--- src/rtl/seq_mul_pkg.sv ---
// Shared state encoding, default width and sign helper for seq_mul.
// The optional early-exit build is selected with SEQ_MUL_EARLY_EXIT_EN.
package seq_mul_pkg;

    localparam int SEQ_MUL_WIDTH_DEF = 4;

    localparam logic [1:0] ST_IDLE = 2'd0;
    localparam logic [1:0] ST_RUN  = 2'd1;
    localparam logic [1:0] ST_DONE = 2'd2;

    typedef enum logic [1:0] {
        S_IDLE = ST_IDLE,
        S_RUN  = ST_RUN,
        S_DONE = ST_DONE
    } state_e;

    // Two's-complement negate when neg is set; callers truncate to their width.
    function automatic logic [31:0] cond_neg(input logic [31:0] x, input logic neg);
        return neg ? (~x + 32'd1) : x;
    endfunction

endpackage

--- src/rtl/seq_mul_dp.sv ---
// Shift-add datapath: accumulator, multiplier shift register, one adder; one step per enabled edge.
// No backpressure: load/step are driven by the controller; SEQ_MUL_EARLY_EXIT_EN adds a zero-multiplier flag.
module seq_mul_dp
    import seq_mul_pkg::*;
#(
    parameter int WIDTH = SEQ_MUL_WIDTH_DEF
) (
    input  logic               clk,
    input  logic               rst_n,
    input  logic               load_i,
    input  logic               step_i,
    input  logic [WIDTH-1:0]   mcand_i,
    input  logic [WIDTH-1:0]   mplier_i,
    output logic [2*WIDTH-1:0] acc_nxt_o
`ifdef SEQ_MUL_EARLY_EXIT_EN
    ,
    output logic               mplier_nxt_zero_o
`endif
);

    // Bit 0 of the accumulator is always a shifted-out zero, so it is not stored.
    logic [2*WIDTH-1:1] acc_q, acc_d;
    logic [WIDTH-1:0]   mcand_q, mcand_d;
    logic [WIDTH-1:0]   mplier_q, mplier_d;
    logic [WIDTH:0]     sum;

    assign sum       = {1'b0, acc_q[2*WIDTH-1:WIDTH]} + (mplier_q[0] ? {1'b0, mcand_q} : '0);
    assign acc_nxt_o = {sum, acc_q[WIDTH-1:1]};

`ifdef SEQ_MUL_EARLY_EXIT_EN
    assign mplier_nxt_zero_o = (mplier_q[WIDTH-1:1] == '0);
`endif

    always_comb begin
        acc_d    = acc_q;
        mcand_d  = mcand_q;
        mplier_d = mplier_q;
        if (load_i) begin
            acc_d    = '0;
            mcand_d  = mcand_i;
            mplier_d = mplier_i;
        end else if (step_i) begin
            acc_d    = acc_nxt_o[2*WIDTH-1:1];
            mplier_d = mplier_q >> 1;
        end
    end

    always_ff @(posedge clk or negedge rst_n) begin
        if (!rst_n) begin
            acc_q    <= '0;
            mcand_q  <= '0;
            mplier_q <= '0;
        end else begin
            acc_q    <= acc_d;
            mcand_q  <= mcand_d;
            mplier_q <= mplier_d;
        end
    end

endmodule

--- src/rtl/seq_mul.sv ---
// Iterative WIDTH x WIDTH multiplier, signed/unsigned; done one cycle after WIDTH RUN edges.
// start is ignored while busy (no queueing); SEQ_MUL_EARLY_EXIT_EN finishes once the multiplier runs out.
module seq_mul
    import seq_mul_pkg::*;
#(
    parameter int WIDTH = SEQ_MUL_WIDTH_DEF
) (
    input  logic               clk,
    input  logic               rst_n,
    input  logic               start,
    input  logic               signed_mode,
    input  logic [WIDTH-1:0]   a,
    input  logic [WIDTH-1:0]   b,
    output logic               busy,
    output logic               done,
    output logic [2*WIDTH-1:0] result
);

    localparam int CNT_W = $clog2(WIDTH);
    localparam logic [CNT_W-1:0] LAST = CNT_W'(WIDTH - 1);

    state_e               state_q, state_d;
    logic [CNT_W-1:0]     cnt_q, cnt_d;
    logic                 sign_q, sign_d;
    logic [2*WIDTH-1:0]   result_q, result_d;
    logic                 load, step, last;
    logic [WIDTH-1:0]     a_mag, b_mag;
    logic [2*WIDTH-1:0]   acc_nxt, prod;

    assign a_mag = WIDTH'(cond_neg(32'(a), signed_mode & a[WIDTH-1]));
    assign b_mag = WIDTH'(cond_neg(32'(b), signed_mode & b[WIDTH-1]));

`ifdef SEQ_MUL_EARLY_EXIT_EN
    logic mplier_nxt_zero;

    seq_mul_dp #(.WIDTH(WIDTH)) u_dp (
        .clk              (clk),
        .rst_n            (rst_n),
        .load_i           (load),
        .step_i           (step),
        .mcand_i          (a_mag),
        .mplier_i         (b_mag),
        .acc_nxt_o        (acc_nxt),
        .mplier_nxt_zero_o(mplier_nxt_zero)
    );

    // An early finish leaves the product sitting high; realign by the skipped steps.
    assign last = (cnt_q == LAST) || mplier_nxt_zero;
    assign prod = acc_nxt >> (LAST - cnt_q);
`else
    seq_mul_dp #(.WIDTH(WIDTH)) u_dp (
        .clk      (clk),
        .rst_n    (rst_n),
        .load_i   (load),
        .step_i   (step),
        .mcand_i  (a_mag),
        .mplier_i (b_mag),
        .acc_nxt_o(acc_nxt)
    );

    assign last = (cnt_q == LAST);
    assign prod = acc_nxt;
`endif

    always_comb begin
        state_d  = state_q;
        cnt_d    = cnt_q;
        sign_d   = sign_q;
        result_d = result_q;
        load     = 1'b0;
        step     = 1'b0;
        unique case (state_q)
            S_IDLE, S_DONE: begin
                if (start) begin
                    load    = 1'b1;
                    cnt_d   = '0;
                    sign_d  = signed_mode & (a[WIDTH-1] ^ b[WIDTH-1]);
                    state_d = S_RUN;
                end else begin
                    state_d = S_IDLE;
                end
            end
            S_RUN: begin
                step  = 1'b1;
                cnt_d = cnt_q + CNT_W'(1);
                if (last) begin
                    result_d = (2*WIDTH)'(cond_neg(32'(prod), sign_q));
                    state_d  = S_DONE;
                end
            end
            default: state_d = S_IDLE;
        endcase
    end

    always_ff @(posedge clk or negedge rst_n) begin
        if (!rst_n) begin
            state_q  <= S_IDLE;
            cnt_q    <= '0;
            sign_q   <= 1'b0;
            result_q <= '0;
        end else begin
            state_q  <= state_d;
            cnt_q    <= cnt_d;
            sign_q   <= sign_d;
            result_q <= result_d;
        end
    end

    assign busy   = (state_q == S_RUN);
    assign done   = (state_q == S_DONE);
    assign result = result_q;

endmodule

--- config.mk ---
export PLATFORM = sky130hd
export DESIGN_NAME = seq_mul
export DESIGN_NICKNAME = d
export VERILOG_FILES = /design/src/rtl/seq_mul_pkg.sv /design/src/rtl/seq_mul_dp.sv /design/src/rtl/seq_mul.sv
export SDC_FILE = /design/constraint.sdc
export NUM_CORES = 1
export LEC_CHECK = 0
export BUFFER_PORTS_ARGS = -buffer_cell sky130_fd_sc_hd__buf_2
export CORE_ASPECT_RATIO = 0.8
export CORE_UTILIZATION = 35
export DETAILED_ROUTE_END_ITERATION = 10
export GPL_TIMING_DRIVEN = 0
export PLACE_DENSITY = 0.62
export REMOVE_ABC_BUFFERS = 1
export SLEW_MARGIN = 30
export SYNTH_ARGS = -nofsm -noshare
export SYNTH_HDL_FRONTEND = slang
export SYNTH_SLANG_ARGS = --single-unit
--- constraint.sdc ---
create_clock -name clk -period 5.84 [get_ports clk]
set_input_delay 1.168 -clock clk [delete_from_list [all_inputs] [get_ports clk]]
set_output_delay 1.168 -clock clk [all_outputs]
set_load 0.03 [all_outputs]
Word-level counts from Yosys, hierarchy flattened:

Cells that the tools add are included.

* bitwise gates (word level): 7
* muxes and demuxes: 16
* reductions and logical operators: 7
* $add $sub $neg: 5
* eq/ne operators: 5

Operators by type and width (count)
* 4-bit two-way mux: 5
* 7-bit two-way mux: 2
* 4-bit by 1-bit adder with 4-bit output, second input constant: 2
* 8-bit by 1-bit adder with 8-bit output, second input constant: 1
* 8-bit two-way mux: 1
* 4-bit NOT: 2
* 8-bit NOT: 1
* 2-bit case mux with 2 select lines: 2
* 2-bit AND reduction: 3
* 4-bit by 5-bit adder with 5-bit output: 1
* 2-bit equality test, second input constant: 2
* 1-bit two-way mux: 4
* 2-bit two-way mux: 2
* 2-bit nonzero test: 2
* 1-bit AND: 3
* 2-bit by 1-bit adder with 2-bit output, second input constant: 1
* 2-bit by 1-bit equality test with 1-bit output, second input constant: 1
* 2-bit logical NOT: 1
* 2-bit by 1-bit != test with 1-bit output, second input constant: 1
* 2-bit != test, second input constant: 1
* 2-bit OR reduction: 1
* 1-bit bitwise XOR: 1

* logic and storage cells: 47
* bits in registers: 28

Longest topological paths before layout:

Gate-level depths: netlist of run 1.

* word-level depth: 5
* gate-level depth with buffers: 7
* depth with buffers taken out: 7

Hierarchy:

From an unflattened synthesis of run 1, not the netlist that was laid out.

* cell total of the unflattened synthesis: 166
* area total of the unflattened synthesis: 1625.3 um^2

By module, submodules not included
* seq_mul_dp: sequential area each 375.4 um^2, cells each 77, area each 820.8 um^2, times used 1
* seq_mul: sequential area each 325.3 um^2, cells each 89, area each 804.5 um^2, times used 1

Least setup slack after synthesis of run 1:

No wires, ideal clock.

* kind: reg-to-reg
* start: register u_dp.mplier_q[0]
* end: register result_q[7] (netlist: result[7])
* clock period less this slack: 2.326 ns
* cell stages (with the launch flop): 7
* setup slack: 3.514 ns
* setup time: 0.087 ns
* arrival: 2.240 ns
* required time: 5.753 ns
* cells stage by stage: dfrtp_1 > and2_1 > ha_1 > fa_1 > or4_4 > or3b_1 > o211ai_1

* cells in the longest elaborated chain, start to end: 5

RTL lines
* from (decl): line seq_mul_dp.sv:24 `logic [WIDTH-1:0] mplier_q, mplier_d;`
* from (signal assigned): line seq_mul_dp.sv:56 `mplier_q <= mplier_d;`
* 4-bit two-way mux (*): line seq_mul_dp.sv:27 `assign sum = {1'b0, acc_q[2*WIDTH-1:WIDTH]} + (mplier_q[0] ? {1'b0, mcand_q} : '0);`
* 4-bit by 5-bit adder with 5-bit output (*): line seq_mul_dp.sv:27
* 8-bit NOT: line seq_mul_pkg.sv:19 `return neg ? (~x + 32'd1) : x;`
* 8-bit by 1-bit adder with 8-bit output: line seq_mul_pkg.sv:19
* 8-bit two-way mux (*): line seq_mul_pkg.sv:19
* to (signal assigned): line seq_mul.sv:105 `result_q <= result_d;`
* to (decl): line seq_mul.sv:25 `logic [2*WIDTH-1:0] result_q, result_d;`

Mark *: on every way between the ends. The rest lies on a longest branch, timed or not.
A chain may end at the register's enable or synchronous reset.

Worst setup path in the final report of run 1:

* start: register state_q[1]
* end: output busy

* cells in the longest elaborated chain, start to end: 1

RTL lines
* from (decl): line seq_mul.sv:22 `state_e state_q, state_d;`
* from (signal assigned): line seq_mul.sv:102 `state_q <= state_d;`
* 2-bit by 1-bit equality test with 1-bit output: line seq_mul.sv:109 `assign busy = (state_q == S_RUN);`
* to (decl): line seq_mul.sv:14 `output logic busy,`

No other way between the ends.

==> metrics.md, run 1 <==
| Metric | Value |
|---|---|
| Drt wl/cell | `12.80 µm` |
| Status | `complete, no violations` |
| Placer Congestion | `0.7669` |
| Reg2reg setup slack | `3.38 ns` |
| Maximum vdd drop | `0.2641 mV` |
| Cell Pwr Density | `531.0 nW/µm²` |
| Yosys top cell area share | `46.71%` |
| Most frequent cells in the layout | `dfrtp_1 (28), nand2_1 (26), buf_2 (21), o21ai_0 (14)` |
| CTS Buf Count | `3` |
| Buffer depth of the longest clock path | `2` |
| Setup Buffers After CTS | `0` |
| Vias in the first global route | `1,179` |
| Total Wirelength | `2919 µm` |
| Clk pin slew, worst setup/hold paths | `0.10 ns` |
| Global-route wire length before repair | `5237 µm` |
| Mapped Area | `1500 µm²` |
| Most common cell after layout, fill and taps aside | `dfrtp_1` |
| Element type at the critical path end | `output pin` |
| # fillers | `412` |
| Setup violations, final | `0` |
| Die area | `4554 µm²` |
| Mean Syn Cell Area | `9.870 µm²` |
| Yosys warns | `0` |
| Yosys top cell by area | `dfrtp_1` |
| H-tree Lvls | `1` |
| Vias | `1,151` |
| Fmax | `365.2 MHz` |
| Placement Cell Area | `1659 µm²` |
| Area delta synth->final | `15.35%` |
| Distinct cells, synth | `35` |
| Met1 usage | `20.15%` |
| Total track usage | `15.13%` |
| Post-synth EDFFs | `0` |
| Met2 GRT Util | `25.87%` |
| Hold_buf cts | `0` |
| Design area | `1730 µm²` |
| Rows | `20` |
| Core outline area | `3954 µm²` |
| Setup TNS | `0 ns` |
| Iter 0 DRT Violations | `33` |
| Nets@finish | `195` |
| Post-synthesis cell count | `152` |
| DRT Pass-1 Iters | `4` |
| Chip height | `60.56 µm` |
| Post-route DRC violation count | `0` |
| Post-route minimum period | `2.738 ns` |
| Gr busiest metal | `met2` |
| Max-Cap Viols | `0` |
| Setup Crit Path Kind | `flop to output pin` |
| Detailed Place HPWL | `2224 µm` |
| Type of the worst min-delay path | `flop to flop` |
| Worst relative slew slack | `49.22%` |
| Diodes inserted | `0` |
| Final cycle utilization of the critical path | `46.89%` |
| CTS tree | `built` |
| Root buffer cell | `clkbuf_8` |
| Final Hold Vio Count | `0` |
| Max-slew violations | `0` |
| Clock Sinks | `28` |
| Largest net degree at the start of global routing | `29` |
| Starting Density | `37.94%` |
| Antenna-violating nets left | `0` |
| Worst path arrival time | `1.57 ns` |
| Tot Pwr | `918.9 µW` |
| Predominant post-synthesis flop cell | `dfrtp_1` |
| Share of cells above drive strength 1 | `16.76%` |
| Slew at the pin with the worst max-slew slack | `0.7589 ns` |
| Max FO, Critical Path | `12` |
| Clk_lat worst skew | `0.28 ns` |
| Register bit total from synthesis | `28` |
| Via/cell ratio | `5.048` |
| Chip Width | `75.20 µm` |
| Static leakage | `0.8859 nW` |
| GR Layer Usage met3 | `3.987%` |
| Total grt overflow | `0` |
| RSZ-0062 raised after global routing | `false` |
| Async S/R FF share, synth | `100.0%` |
| CP Launch Type | `flop` |
| Register area share after synthesis | `46.71%` |
| Synth area leaders | `dfrtp_1 (47%), ha_1 (6.7%), nand2_1 (6.5%)` |
| Top Ports | `22` |
| Initial antenna violation count | `0` |
| Critical Path RT | `4.67 ns` |
| Input/output buffers | `21` |
| Skew final | `0.005449 ns` |
| Post-CTS sizing | `0` |
-- path summary, 6_finish.rpt --
check                           cells after the start                     endpoint                          from
worst min register to register                      2  u_dp.mcand_q[3]$_DFFE_PN0P_   u_dp.mcand_q[3]$_DFFE_PN0P_
worst max register to register                      6        result[7]$_DFFE_PN0P_  u_dp.mplier_q[0]$_DFFE_PN0P_
worst min-delay path                                2  u_dp.mcand_q[3]$_DFFE_PN0P_   u_dp.mcand_q[3]$_DFFE_PN0P_
max in group asynchronous                           1        result[1]$_DFFE_PN0P_                         rst_n
worst max-delay path                                3                         busy        state_q[1]$_DFFE_PN0P_
min in group asynchronous                           1        result[5]$_DFFE_PN0P_                         rst_n
-- routing by layer --
| layer | up-vias | routed length [µm] |
|---|---|---|
| met5 | - | 0 |
| met4 | 0 | 0 |
| li1 | 573 | - |
| met1 | 560 | 1491 |
| met3 | 0 | 101 |
| met2 | 18 | 1326 |
-- kinds of logic after synthesis --
group	after synthesis	synth area share (%)
AO/OA/AOI/OAI	35	15.51
XOR/XNOR	9	6.172
adder cells (fa/ha/maj)	9	8.007
buffers and inverters	12	3.002
flip-flops	28	46.71
multiplexers	2	1.334
AND/OR/NAND/NOR	57	19.27
-- worst max-delay path: stages (launching register included) --
cell and delay, ns:
dfrtp_1 0.39, nand2b_1 0.25, inv_1 0.37, buf_2 0.28
-- sequential cells by signal, indices dropped and copies added (netlist names) --
register and flops:
cnt_q 2, u_dp.acc_q 7, u_dp.mplier_q 4, sign_q 1
result 8, state_q 2, u_dp.mcand_q 4
-- Yosys cell counts (all sizes together), types with 3 or more instances --
cell / count
a22o: 7
and2: 5
and3: 3
clkbuf: 4
dfrtp: 28
ha: 8
inv: 8
nand2: 26
nand3: 4
nor2: 6
nor2b: 3
o21ai: 15
o31ai: 4
xnor2: 3
xor2: 5
-- per-stage QoR --
| step | hold WS [ns] | setup slack [ns] | utilization (%) | instances |
|---|---|---|---|---|
| finish | 0.4755 | 3.102 | 43.77 | 228 |
| global route | 0.5122 | 2.980 | 43.77 | 228 |
| CTS | 0.4813 | 3.100 | 43.77 | 228 |
| detailed placement | 0.4573 | 3.379 | 41.96 | 224 |
| global placement | 0.4585 | 3.405 | 41.96 | 224 |
| floorplan | 0.4376 | 3.514 | - | 148 |
-- power by group --
part           switching (mW)  internal [mW]
clock                  0.0612         0.0918
sequential             0.0556          0.274
combinational           0.262          0.175
-- cell type report --
class / instances / area [µm²] / share of cell area, %
clock inverter: 1 / 30.03 / 1.735
clock buffer: 3 / 41.29 / 2.386
multi-input combinational: 112 / 754.5 / 43.60
timing repair buffer: 21 / 105.1 / 6.074
inverter: 8 / 30.03 / 1.735
tap: 55 / 68.82 / 3.977
sequential: 28 / 700.7 / 40.49
(Power assumes the default switching activity.)
==> inputs of run 2 (changes only) <==
clock period = 2.6 ns   (was 5.84 ns; I/O delays follow)
==> run 2 against run 1 <==
  * Clock power rose by 120%
  * Register-to-register slack lost 3.2 ns
  * Clock-buffer cell count is the same
  * Largest cell class unchanged
  * Via count did not move
  * Worst hold slack got worse by 0.24 ns
  * Sequential power is 120% higher
  * First-iteration DRC count is 6.1% higher
  * Core utilization rose by 0.063 points
  * Clock skew is essentially flat
  * Final area increased by 0.14%
  * Setup slack got worse by 2.9 ns
  * Combinational power up 130%
==> metrics.md, run 2 (synthesis gave the netlist of run 1 again) <==
| Metric | Value |
|---|---|
| Status | `complete, no violations (unchanged)` |
| CP Launch Type | `flop (unchanged)` |
| Die area | `4554 µm² (unchanged)` |
| Diodes inserted | `0 (unchanged)` |
| Length of routed met3 wiring | `102 µm (was 101 µm)` |
| Metal1 wirelength | `1499 µm (was 1491 µm)` |
| Slew at the pin with the worst max-slew slack | `0.7654 ns (was 0.7589 ns)` |
| Nets@finish | `195 (unchanged)` |
| Rows | `20 (unchanged)` |
| Max FO, Critical Path | `5 (was 12)` |
| Largest net degree at the start of global routing | `29 (unchanged)` |
| Setup Crit Path Kind | `flop to flop (was flop to output pin)` |
| Final cycle utilization of the critical path | `92.34%` |
| Global-route wire length before repair | `5237 µm (unchanged)` |
| Detailed Place HPWL | `2224 µm (unchanged)` |
| Initial antenna violation count | `0 (unchanged)` |
| Max-slew violations | `0 (unchanged)` |
| Worst path arrival time | `2.60 ns (was 1.57 ns)` |
| CTS Buf Count | `3 (unchanged)` |
| Hold_buf cts | `0 (unchanged)` |
| Most common cell after layout, fill and taps aside | `dfrtp_1 (unchanged)` |
| Sequential power share | `35.8% (about the same)` |
| Sw Share | `41.21% (was 41.23%)` |
| DRT Pass-1 Iters | `4 (unchanged)` |
| Clk network pwr share | `16.6% (was 16.7%)` |
| Post-route minimum period | `2.401 ns` |
| Type of the worst min-delay path | `input pin to asynchronous set/reset pin (was flop to flop)` |
| Core outline area | `3954 µm² (unchanged)` |
| CTS tree | `built (unchanged)` |
| Worst slack at placement | `0.1388 ns (was 3.379 ns)` |
| Clock Sinks | `28 (unchanged)` |
| P_sw | `853.1 µW (was 378.8 µW)` |
| Total grt overflow | `0 (unchanged)` |
| Chip height | `60.56 µm (unchanged)` |
| Root buffer cell | `clkbuf_8 (unchanged)` |
| DR top layer | `met3 (unchanged)` |
| Setup WS post-layout | `0.1992 ns (was 3.102 ns)` |
| Max-Cap Viols | `0 (unchanged)` |
| Int Power | `1.217 mW (was 540.0 µW)` |
| Cell Pwr Density | `1194 nW/µm² (was 531.0 nW/µm²)` |
| Worst relative slew slack | `48.79% (was 49.22%)` |
| Top Ports | `22 (unchanged)` |
| Worst-case reg-to-reg path depth | `6 (unchanged)` |
| Buffer depth of the longest clock path | `2 (unchanged)` |
| Worst R2R End | `result[7]$_DFFE_PN0P_ (unchanged)` |
| H-tree Lvls | `1 (unchanged)` |
| # placed instances | `224 (unchanged)` |
| Critical Path RT | `2.80 ns (was 4.67 ns)` |
| Via/cell ratio | `5.048 (unchanged)` |
| Setup TNS | `0 ns (unchanged)` |
| Skew final | `0.005485 ns (was 0.005449 ns)` |
| Starting Density | `37.94% (unchanged)` |
| Area delta synth->final | `15.51% (was 15.35%)` |
| Placer Congestion | `0.7669 (unchanged)` |
| R2r startpoint | `u_dp.mplier_q[0]$_DFFE_PN0P_ (unchanged)` |
| Input/output buffers | `21 (unchanged)` |
| Final Hold Vio Count | `0 (unchanged)` |
| Share of cells above drive strength 1 | `17.34% (was 16.76%)` |
| Drt wl/cell | `12.85 µm (was 12.80 µm)` |
| Post-Layout Cell Count | `228 (unchanged)` |
| # fillers | `411 (was 412)` |
| Static leakage | `0.8840 nW (was 0.8859 nW)` |
| Maximum vdd drop | `0.5929 mV (was 0.2641 mV)` |
| Metal2 WL | `1328 µm (was 1326 µm)` |
| Placement Cell Area | `1659 µm² (unchanged)` |
| Design area | `1733 µm² (was 1730 µm²)` |
| FF+latch area | `700.7 µm² (unchanged)` |
| Element type at the critical path end | `flop (was output pin)` |
| Post-route DRC violation count | `0 (unchanged)` |
| Chip Width | `75.20 µm (unchanged)` |
| Iter 0 DRT Violations | `35 (was 33)` |
| Clk_lat worst skew | `0.28 ns (about the same)` |
| Max reg flops | `8 (unchanged)` |
| Antenna-violating nets left | `0 (unchanged)` |
| Vias | `1,151 (unchanged)` |
| RSZ-0062 raised after global routing | `false (unchanged)` |
| Setup violations, final | `0 (unchanged)` |
| Total track usage | `15.13% (unchanged)` |
| Fmax | `416.5 MHz` |
| Area used by multi-input combinational logic | `757.0 µm² (was 754.5 µm²)` |
| Total Wirelength | `2930 µm (was 2919 µm)` |
| Reg2reg setup slack | `0.20 ns (was 3.38 ns)` |
| Clk pin slew, worst setup/hold paths | `0.10 ns (about the same)` |
| Comb pwr share | `47.6% (was 47.5%)` |
| Vias in the first global route | `1,179 (unchanged)` |
| Most frequent cells in the layout | `dfrtp_1 (28), nand2_1 (26), buf_2 (21), o21ai_0 (14) (unchanged)` |
run 2: changes by cell type in the layout (fill, tap and decap cells not counted):
| cell | delta |
|---|---|
| fa_2 | +1 |
| fa_1 | -1 |
run 2: final cells by class:
class,instances,area share (%)
timing repair buffer,21,6.065
inverter,8,1.733
clock buffer,3,2.383
sequential,28,40.43
multi-input combinational,112,43.68
clock inverter,1,1.733
tap,55,3.971
run 2: worst max-delay path by stage:
stage                            end  cells past startpoint                          from  slack (ns)
2_1_floorplan  result[7]$_DFFE_PN0P_                      6  u_dp.mplier_q[0]$_DFFE_PN0P_        0.27
3_3_place_gp   result[7]$_DFFE_PN0P_                      6  u_dp.mplier_q[0]$_DFFE_PN0P_        0.17
3_5_place_dp   result[7]$_DFFE_PN0P_                      6  u_dp.mplier_q[0]$_DFFE_PN0P_        0.14
4_1_cts        result[7]$_DFFE_PN0P_                      6  u_dp.mplier_q[0]$_DFFE_PN0P_        0.11
5_1_grt        result[7]$_DFFE_PN0P_                      6  u_dp.mplier_q[0]$_DFFE_PN0P_        0.06
6_report       result[7]$_DFFE_PN0P_                      6  u_dp.mplier_q[0]$_DFFE_PN0P_        0.20
run 2: through the flow:
stage / util (%) / power (mW) / hold slack (ns)
detailed placement: 41.96 / 1.735 / 0.4573
global placement: 41.96 / 1.697 / 0.4585
global route: 43.83 / 2.255 / 0.2956
finish: 43.83 / 2.070 / 0.2391
CTS: 43.77 / 2.090 / 0.2664
floorplan: - / 1.470 / 0.2244
run 2: worst max-delay path, stage by stage (launching register included):
cell	delay, ns
dfrtp_1	0.43
and2_1	0.15
ha_1	0.20
fa_2	0.48
or4_4	0.56
or3b_1	0.36
o211ai_1	0.15
run 2: power by group through the flow:
stage	clock [mW]	combinational (mW)	sequential (mW)
after floorplan	0	0.648	0.822
after global placement	0	0.956	0.741
after detailed placement	0	0.982	0.753
after CTS	0.354	0.993	0.743
after global routing	0.373	1.11	0.771
final	0.344	0.986	0.740
run 2: repair_timing:
action,4_1_cts,5_1_grt
buffers inserted,0,0
endpoints found under the hold margin,0,0
endpoints found under the setup margin,0,1
gates resized for setup,0,1
run 2: routing by layer:
layer  up-vias  track usage (%)
met1       561            20.15
met5         -                0
met4         0            1.852
met2        18            25.87
li1        572                -
met3         0            3.987
==> inputs of run 3 (changes only) <==
SETUP_SLACK_MARGIN = 0.4   (was not set)
==> run 3 against run 2 <==
  * Register-to-register slack better by 0.08 ns
  * Clock power about the same
  * Final area grew 7.1%
==> metrics.md, run 3 (synthesis gave the netlist of run 1 again) <==
| Metric | Value |
|---|---|
| CP Launch Type | `flop (unchanged)` |
| Setup TNS | `0 ns (unchanged)` |
| Final Hold Vio Count | `0 (unchanged)` |
| Max-Cap Viols | `0 (unchanged)` |
| Slew at the pin with the worst max-slew slack | `0.7897 ns (was 0.7654 ns)` |
| Design area | `1856 µm² (was 1733 µm²)` |
| Diodes inserted | `0 (unchanged)` |
| Top Ports | `22 (unchanged)` |
| Share of cells above drive strength 1 | `25.68% (was 17.34%)` |
| Static leakage | `0.9289 nW (was 0.8840 nW)` |
| # fillers | `403 (was 411)` |
| Placement Cell Area | `1659 µm² (unchanged)` |
| DRT Pass-1 Iters | `4 (unchanged)` |
| Type of the worst min-delay path | `input pin to asynchronous set/reset pin (unchanged)` |
| Critical Path RT | `2.80 ns (about the same)` |
| CTS Buf Count | `3 (unchanged)` |
| Buffer depth of the longest clock path | `2 (unchanged)` |
| Hold_buf cts | `0 (unchanged)` |
| Fmax | `431.0 MHz (was 416.5 MHz)` |
| Cell Pwr Density | `1241 nW/µm² (was 1194 nW/µm²)` |
| Status | `complete, no violations (unchanged)` |
| Clk_lat worst skew | `0.28 ns (about the same)` |
| Final cycle utilization of the critical path | `89.23% (was 92.34%)` |
| Drt wl/cell | `13.46 µm (was 12.85 µm)` |
| H-tree Lvls | `1 (unchanged)` |
| Skew final | `0.007634 ns (was 0.005485 ns)` |
| Largest net degree at the start of global routing | `29 (unchanged)` |
| Detailed Place HPWL | `2224 µm (unchanged)` |
| CP bufs+invs | `0 (unchanged)` |
| RSZ-0062 raised after global routing | `true (was false)` |
| Via/cell ratio | `5.017 (was 5.048)` |
| CP top delay family | `simple AND/OR/NAND/NOR gates (unchanged)` |
| Area delta synth->final | `23.69% (was 15.51%)` |
| Most frequent cells in the layout | `dfrtp_1 (28), nand2_1 (26), buf_2 (21), o21ai_0 (14), buf_4 (10) (was dfrtp_1 (28), nand2_1 (26), buf_2 (21), o21ai_0 (14))` |
| Post-route DRC violation count | `0 (unchanged)` |
| Critical-path top delay cell | `or4_4 (unchanged)` |
| Metal2 WL | `1532 µm (was 1328 µm)` |
| Max-slew violations | `0 (unchanged)` |
| Die area | `4554 µm² (unchanged)` |
| Setup violations, final | `0 (unchanged)` |
| Element type at the critical path end | `flop (unchanged)` |
| Metal1 wirelength | `1575 µm (was 1499 µm)` |
| Max reg flops | `8 (unchanged)` |
| Max FO, Critical Path | `2 (was 5)` |
| Initial antenna violation count | `0 (unchanged)` |
| Antenna-violating nets left | `0 (unchanged)` |
| Post-route minimum period | `2.320 ns (was 2.401 ns)` |
| Length of routed met3 wiring | `95 µm (was 102 µm)` |
| Core outline area | `3954 µm² (unchanged)` |
| Vias in the first global route | `1,180 (was 1,179)` |
| Worst path arrival time | `2.52 ns (was 2.60 ns)` |
| Rows | `20 (unchanged)` |
| Setup Crit Path Kind | `flop to flop (unchanged)` |
| Maximum vdd drop | `0.6148 mV (was 0.5929 mV)` |
| Global-route wire length before repair | `5375 µm (was 5237 µm)` |
| Iter 0 DRT Violations | `45 (was 35)` |
| Root buffer cell | `clkbuf_8 (unchanged)` |
| Input/output buffers | `21 (unchanged)` |
| DR top layer | `met3 (unchanged)` |
| CP max stage delay | `0.42 ns (was 0.56 ns)` |
| Total track usage | `15.83% (was 15.13%)` |
| Critical-path cell list | `and2_4 > ha_4 > fa_2 > xor2_4 > or4_4 > or3b_1 > o211ai_1 (was and2_1 > ha_1 > fa_2 > or4_4 > or3b_1 > o211ai_1)` |
| Most common cell after layout, fill and taps aside | `dfrtp_1 (unchanged)` |
| Chip Width | `75.20 µm (unchanged)` |
| Total Wirelength | `3204 µm (was 2930 µm)` |
| CTS tree | `built (unchanged)` |
| Clk pin slew, worst setup/hold paths | `0.10 ns (about the same)` |
| Clock Sinks | `28 (unchanged)` |
| Nets@finish | `205 (was 195)` |
| Vias | `1,194 (was 1,151)` |
| Chip height | `60.56 µm (unchanged)` |
| Starting Density | `37.94% (unchanged)` |
| Worst relative slew slack | `47.16% (was 48.79%)` |
| Placer Congestion | `0.7669 (unchanged)` |
| Total grt overflow | `0 (unchanged)` |
run 3: changes by cell type in the layout (fill, tap and decap cells not counted), moves of 2 or more:
cell and change:
and2_1 -2, ha_1 -2, buf_4 +10, and2_4 +2
run 3: repair_timing:
| item | CTS | global route |
|---|---|---|
| setup endpoints to repair | 1 | 5 |
| buffers inserted | 4 | 6 |
| pin swaps | 2 | 3 |
| resized for setup | 4 | 6 |
run 3: power breakdown:
group	internal, mW	switching, mW	leakage, nW	total, mW
sequential	0.615	0.133	0.359	0.748
clock	0.206	0.135	0.0357	0.341
combinational	0.553	0.660	0.534	1.21
total	1.37	0.928	0.929	2.30
run 3: routing by layer:
layer,vias to the layer above,track usage (%)
met2,16,27.28
met1,586,21.14
met3,0,3.987
met4,0,1.587
li1,592,-
met5,-,0
run 3: worst paths after layout:
path,start,end,slack [ns],cells past startpoint
setup / recovery,u_dp.mcand_q[0]$_DFFE_PN0P_,result[7]$_DFFE_PN0P_,0.28,7
hold / removal,rst_n,result[5]$_DFFE_PN0P_,0.24,1
setup reg to reg,u_dp.mcand_q[0]$_DFFE_PN0P_,result[7]$_DFFE_PN0P_,0.28,7
hold reg to reg,u_dp.mcand_q[3]$_DFFE_PN0P_,u_dp.mcand_q[3]$_DFFE_PN0P_,0.48,2
max in group asynchronous,rst_n,u_dp.mplier_q[1]$_DFFE_PN0P_,1.95,1
min in group clk,u_dp.mcand_q[3]$_DFFE_PN0P_,u_dp.mcand_q[3]$_DFFE_PN0P_,0.48,2
run 3: final cells by class:
| class | count | area [µm²] | area share (%) |
|---|---|---|---|
| clock inverters | 1 | 30.03 | 1.618 |
| flip-flops and latches | 28 | 700.7 | 37.76 |
| repair buffers | 31 | 180.2 | 9.710 |
| clock buffers | 3 | 41.29 | 2.225 |
| multi-input cells | 112 | 800.8 | 43.16 |
| well taps | 55 | 68.82 | 3.709 |
| inverters | 8 | 33.78 | 1.821 |
run 3: metrics by stage:
stage	cells	utilization, %	hold WS (ns)	setup slack (ns)	total power, mW
detailed placement	224	41.96	0.4573	0.1388	1.735
global placement	224	41.96	0.4585	0.1651	1.697
global route	238	46.93	0.2893	0.1527	2.504
CTS	232	45.13	0.2664	0.2758	2.182
floorplan	148	-	0.2244	0.2738	1.470
finish	238	46.93	0.2400	0.2801	2.302
